### config.mk
export PLATFORM = sky130hd
export DESIGN_NAME = i2s_rx
export DESIGN_NICKNAME = d
export VERILOG_FILES = /design/src/rtl/i2s_rx.sv
export SDC_FILE = /design/constraint.sdc
export NUM_CORES = 1
export LEC_CHECK = 0
export ABC_AREA = 1
export BUFFER_PORTS_ARGS = -buffer_cell sky130_fd_sc_hd__buf_2
export CORE_ASPECT_RATIO = 2
export CORE_MARGIN = 3
export CORE_UTILIZATION = 45
export CTS_CLUSTER_SIZE = 10
export DETAILED_ROUTE_END_ITERATION = 6
export GPL_TIMING_DRIVEN = 0
export SYNTH_ARGS = -nofsm -noshare
export SYNTH_HDL_FRONTEND = slang
export SYNTH_SLANG_ARGS = --single-unit
### constraint.sdc
create_clock -name clk -period 1.9 [get_ports clk]
set_input_delay 0.095 -clock clk [delete_from_list [all_inputs] [get_ports clk]]
set_output_delay 0.095 -clock clk [all_outputs]
set_load 0.03 [all_outputs]
### src/rtl/i2s_rx.sv
// I2S receiver: synchronizes bclk/lrclk/sdata into clk, deserializes left/right
// slots and hands complete stereo pairs to a downstream FIFO.
//
// state | meaning
// SYNC  | waiting for an lrclk 1->0 slot end; all bits discarded
// LEFT  | collecting the left slot
// RIGHT | collecting the right slot; a good slot end completes the frame

module i2s_rx #(
    parameter int WORDSIZE = 32,
    parameter int MIN_BITS = 16
) (
    input  logic                clk,
    input  logic                rst,
    input  logic                bclk,
    input  logic                lrclk,
    input  logic                sdata,
    input  logic                full,
    output logic                write_en,
    output logic [WORDSIZE-1:0] data_left_out,
    output logic [WORDSIZE-1:0] data_right_out,
    output logic                overflow,
    output logic                frame_err
);

    localparam int CW = $clog2(WORDSIZE + 2);
    localparam logic [CW-1:0] CNT_MAX = CW'(WORDSIZE + 1);
    localparam logic [CW-1:0] MIN_CNT = CW'(MIN_BITS);
    localparam logic [WORDSIZE-1:0] MSB_ONE = {1'b1, {(WORDSIZE-1){1'b0}}};

    typedef enum logic [1:0] {SYNC, LEFT, RIGHT} state_t;

    state_t              state;
    logic [2:0]          bclk_sync;
    logic [1:0]          lrclk_sync;
    logic [1:0]          sdata_sync;
    logic                lr_prev;
    logic [CW-1:0]       bitcnt;
    logic [WORDSIZE-1:0] shift_word;
    logic [WORDSIZE-1:0] left_hold;

    logic                sample;
    logic                lr_cur;
    logic                slot_end;
    logic [CW-1:0]       cnt_next;
    logic                cnt_ok;
    logic [WORDSIZE-1:0] word_next;

    // bclk carries one extra stage for edge detection; lrclk/sdata stay aligned to bclk_sync[1]
    assign sample   = bclk_sync[1] & ~bclk_sync[2];
    assign lr_cur   = lrclk_sync[1];
    assign slot_end = lr_cur != lr_prev;
    assign cnt_next = (bitcnt == CNT_MAX) ? CNT_MAX : bitcnt + CW'(1);
    assign cnt_ok   = cnt_next >= MIN_CNT;

    // Shifting the marker past the word width naturally drops bits beyond WORDSIZE
    always_comb begin
        word_next = shift_word | ((MSB_ONE >> bitcnt) & {WORDSIZE{sdata_sync[1]}});
    end

    always_ff @(posedge clk or negedge rst) begin
        if (!rst) begin
            state          <= SYNC;
            bclk_sync      <= '0;
            lrclk_sync     <= '0;
            sdata_sync     <= '0;
            lr_prev        <= 1'b0;
            bitcnt         <= '0;
            shift_word     <= '0;
            left_hold      <= '0;
            write_en       <= 1'b0;
            frame_err      <= 1'b0;
            overflow       <= 1'b0;
            data_left_out  <= '0;
            data_right_out <= '0;
        end else begin
            bclk_sync  <= {bclk_sync[1:0], bclk};
            lrclk_sync <= {lrclk_sync[0], lrclk};
            sdata_sync <= {sdata_sync[0], sdata};
            write_en   <= 1'b0;
            frame_err  <= 1'b0;
            if (sample) begin
                lr_prev <= lr_cur;
                if (slot_end) begin
                    bitcnt     <= '0;
                    shift_word <= '0;
                end else begin
                    bitcnt     <= cnt_next;
                    shift_word <= word_next;
                end
                case (state)
                    SYNC: begin
                        if (slot_end && lr_prev)
                            state <= LEFT;
                    end
                    LEFT: begin
                        if (slot_end) begin
                            if (cnt_ok) begin
                                left_hold <= word_next;
                                state     <= RIGHT;
                            end else begin
                                frame_err <= 1'b1;
                                state     <= SYNC;
                            end
                        end
                    end
                    RIGHT: begin
                        if (slot_end) begin
                            if (cnt_ok) begin
                                if (full) begin
                                    overflow <= 1'b1;
                                end else begin
                                    data_left_out  <= left_hold;
                                    data_right_out <= word_next;
                                    write_en       <= 1'b1;
                                end
                                state <= LEFT;
                            end else begin
                                frame_err <= 1'b1;
                                state     <= SYNC;
                            end
                        end
                    end
                    default: state <= SYNC;
                endcase
            end
        end
    end

endmodule

# Word level (Yosys, flattened, before mapping)
# Cells that the tools add are included.
[totals] out_inout_bits=67 wordCells=53 ff_bits=147
[op_classes] addsub=1 muxes=18 n_shift=1 magnitude_cmp=1 reduce_logical=7 eq_ne=7 bitwise_logic=5
[ops] operator="$and A32 B32 Y32" count=1
[ops] operator="$mux W32" count=1
[ops] operator="$or A32 B32 Y32" count=1
[ops] operator="$shr A32 B6 Y32 const A" count=1
[ops] operator="$mux W6" count=2
[ops] operator="$mux W1" count=10
[ops] operator="$reduce_and A5 Y1" count=2
[ops] operator="$mux W2" count=4
[ops] operator="$reduce_and A4 Y1" count=2
[ops] operator="$add A6 B1 Y6 const B" count=1
[ops] operator="$eq A6 B6 Y1 const B" count=1
[ops] operator="$ge A6 B5 Y1 const B" count=1
[ops] operator="$ne A2 B2 Y1 const B" count=3
[ops] operator="$pmux W2 S3" count=1
[ops] operator="$eq A2 B1 Y1 const B" count=1
[ops] operator="$eq A2 B2 Y1 const B" count=1
[ops] operator="$logic_not A2 Y1" count=1
[ops] operator="$not A1 Y1" count=2
[ops] operator="$reduce_or A2 Y1" count=1
[ops] operator="$and A1 B1 Y1" count=1
[ops] operator="$logic_and A1 B1 Y1" count=1
[ops] operator="$ne A1 B1 Y1" count=1

# Depth between registers and ports, before layout
[logic_depth] word_depth=7 depth_mapped=12 mapped_depth_nobuf=9

# Least setup slack after synthesis
# Ideal clock, no wire load.
[synth_path] kind="flip-flop to flip-flop" from="register lr_prev" to="register data_left_out[0]" setup_slack_ps=269 required_time_ps=1834 setup_ps=66 n_path_buf=2 stages_incl_launch_ff=7 t_arrival_ps=1564 period_less_slack_ps=1631 cell_sequence="dfrtp_1 -> ha_1 -> inv_1 -> clkbuf_1 -> clkbuf_1 -> nand4_1 -> nand2_1"
[synth_via] elab_chain_cells=2
[synth_rtl] item="start, declared" line="37" rtl="logic lr_prev;"
[synth_rtl] item="start signal, assigned" line="83" rtl="lr_prev <= lr_cur;"
[synth_rtl] item="$ne A1 B1 Y1" line="52" rtl="assign slot_end = lr_cur != lr_prev;"
[synth_rtl] item="$reduce_and A5 Y1 (no source line)"
[synth_rtl] item="end signal, assigned" line="113" rtl="data_left_out <= left_hold;"
[synth_rtl] item="end, declared" line="20" rtl="output logic [WORDSIZE-1:0] data_left_out,"
# No other way between the ends.
# A chain may end at the register's enable or synchronous reset.

# Worst setup path after layout
[layout_path] from="register lr_prev" to="register shift_word[12]"
[layout_via] elab_chain_cells=2
[layout_rtl] item="$ne A1 B1 Y1" line="52"
[layout_rtl] item="$mux W32" line="84" rtl="if (slot_end) begin"
[layout_rtl] item="end signal, assigned" line="89" rtl="shift_word <= word_next;"
[layout_rtl] item="end, declared" line="39" rtl="logic [WORDSIZE-1:0] shift_word;"
# No other way between the ends.

==> impl_results.md <==
* Outcome: complete, no violations
* Synth top area cells: dfrtp_1, nand2_1, nand4_1, a21boi_0, o21bai_1
* Busiest layer in global routing: met2
* CP bufs+invs at 3
* Dpl cell area at 7089 um2
* Worst path arrival time at 2100 ps
* Reg2reg start: lr_prev
* Syn Area/Cell at 9.429 um2
* Pleak at 4.143 nW
* Final worst-path cycle share at 93.81%
* Bufs on Longest Clock Path at 2
* Via Count at 5148
* CP startpoint kind: flop
* Num CTS Buffers at 17
* R2R cell count at 6
* Max frequency at 561.1 MHz
* GR Util met3 at 3.772%
* Synth Net Count at 702
* Post-Layout Cell Count at 983
* Total GRT Usage at 22.18%
* Worst-path clk slew at 60 ps
* CP max FO at 10
* Vias in the first global route at 5179
* Hpwl dp at 12650 um
* Hold WC Path Type: in2async
* Crit Path Class: reg2reg
* Total Power at 7.194 mW
* Final Hold Fails at 0
* Fin Clk Skew at 13.02 ps
* Unrepaired setup endpoints after global routing: false
* Worst setup EP type: flop
* Die width at 90.72 um
* Synth unique cells at 23
* CTS HTree Levels at 4
* Seq/Total Area, Yosys at 56.95%
* Slowest-stage cell, CP: dfrtp_1
* Core Region at 13970 um2
* Slew Limit Fails at 0
* Die Ht at 175.4 um
* First-pass detailed-route iteration total at 5
* Cells along the critical path: ha_4 > inv_1 > nor2_2 > inv_1 > clkbuf_1 > a21boi_0
* First-pass GRT wire length at 27630 um
* CP Data Required Time at 2220 ps
* P&R area growth vs syn at 21.19%
* Routed vias/inst at 5.237
* Final instance area at 7828 um2
* Most common cell after layout, fill and taps aside: nand2_1
* Number of synthesized register bits at 147
* Reg2Reg Setup Slack at 120 ps
* CTS tree: yes
* Grt met1 use at 26.02%
* CP top delay family: buffers and inverters
* Dpl cells at 947
* Syn Inst Count at 685
* # nets final at 800
* PortBufs at 72
* Largest net degree at the start of global routing at 94
* Most frequent CP cell: inv_1
* Initial antenna violation count at 0
* Initial Utilization at 46.24%
* Clock Latency Late Sink at 420 ps
* Reg-to-reg critical path endpoint: shift_word[12]
* Antenna diodes at 0
* Mapped Area at 6459 um2
* Die area at 15910 um2
* # clock sinks at 147
* Total of max-cap violations at 0
* Largest area contributor in the netlist: dfrtp_1
* GR Overflow Total at 0
* Post-route DRC at 0
* Min Tclk post-route at 1782 ps
* Setup-failing EPs final at 0
* Root Buffer: clkbuf_16
* DR WL/cell at 16.96 um
* I/O Pins at 73
* Cell Rows at 61
* Met2 GRT Util at 38.92%
* Initial drt markers at 243
* Commonest cells after routing, fill and taps aside: nand2_1, dfrtp_1, nand4_1
* VDD IR max at 624.6 uV
* GPL Wtd Cong at 0.8992
* Worst Tran Pin Value at 523.7 ps
* DRT antenna net count at 0
* Worst relative slew slack at 65.09%
* Top cell type's share of synthesized area at 56.95%
* Synth warn at 0
* Routed wire length at 16670 um
* Layout cell share with drive strength beyond 1 at 20.28%
* PwrDens at 919.0 nW/um2
* Max incr delay on CP at 400 ps
final cells by class:
class                      count  area [um2]
timing repair buffer          80       459.2
fill                        1288        6140
sequential                   147        3679
tap                          189       236.5
buffer                        53       351.6
multi-input combinational    464        2440
clock inverter                12       157.7
clock buffer                  18       429.2
inverter                      20       75.07
cells in the mapped netlist:
cell type	count
buf_6	8
buf_2	11
o31ai_1	1
nand3_1	17
nand2_1	250
nand4_1	100
nor3_1	2
nand3_2	2
nor2_2	2
o21bai_1	30
o21ai_0	11
a21boi_0	30
o211ai_1	1
dfrtp_1	147
buf_4	12
clkbuf_1	22
nor2_1	4
inv_1	19
buf_1	1
ha_1	11
o22ai_1	2
nand2_2	1
clkinv_1	1
how the worst max path moves through the flow:
stage / start / end / slack (ps) / cells past startpoint
after floorplan: lr_prev / data_left_out[0] / 270 / 6
after global placement: rst / shift_word[5] / -1290 / 1
after detailed placement: lrclk_sync[1] / data_right_out[29] / -350 / 7
after CTS: state[0] / data_right_out[31] / 6 / 8
after global routing: state[0] / data_left_out[2] / 3 / 8
final: lr_prev / shift_word[12] / 120 / 6
sequential cells by signal, summed over array words and instances, names as in the netlist:
name and flops:
bclk_sync 3, state 2, data_left_out 32, left_hold 32
write_en 1, bitcnt 6, shift_word 32, data_right_out 32
frame_err 1, overflow 1, sdata_sync 2, lrclk_sync 2
lr_prev 1
layer usage:
layer,up-vias,share of wire [%]
li1,2529,-
met1,2482,40
met2,113,53
met3,24,2.9
met4,0,3.5
met5,-,0
through the flow:
stage                     setup WS, ps  util, %  TNS, ps  hold WS (ps)
final                            117.7    56.04        0         189.2
after global routing             3.017    56.04        0         244.3
after CTS                        5.811    55.53        0         200.9
after detailed placement        -347.0    50.76   -18070         79.62
after global placement           -1293    50.52  -203490         202.8
after floorplan                  269.1        -        0        -200.6
cell families (layout without fill, tap and decap cells):
| group | Yosys count | count (layout) | synth area share, % |
|---|---|---|---|
| and+or+nand+nor | 378 | 378 | 26.52 |
| adders and majority gates | 11 | 11 | 2.131 |
| DFF | 147 | 147 | 56.95 |
| buffers and inverters | 74 | 183 | 6.141 |
| AOI/OAI and AO/OA | 75 | 75 | 8.253 |
report_power, final:
| part | leakage, nW | internal (mW) | switching, mW |
|---|---|---|---|
| clock network | 0.279 | 2.06 | 1.28 |
| logic | 1.84 | 0.162 | 0.484 |
| registers | 2.03 | 3.17 | 0.0381 |
timing repair:
action,CTS,global route
setup endpoints to repair,106,123
gates resized for setup,12,30
hold buffers,5,0
pin swaps,0,2
buffers inserted,0,2
hold endpoints to repair,58,0
Note: power is estimated with default switching activity, not from simulation.
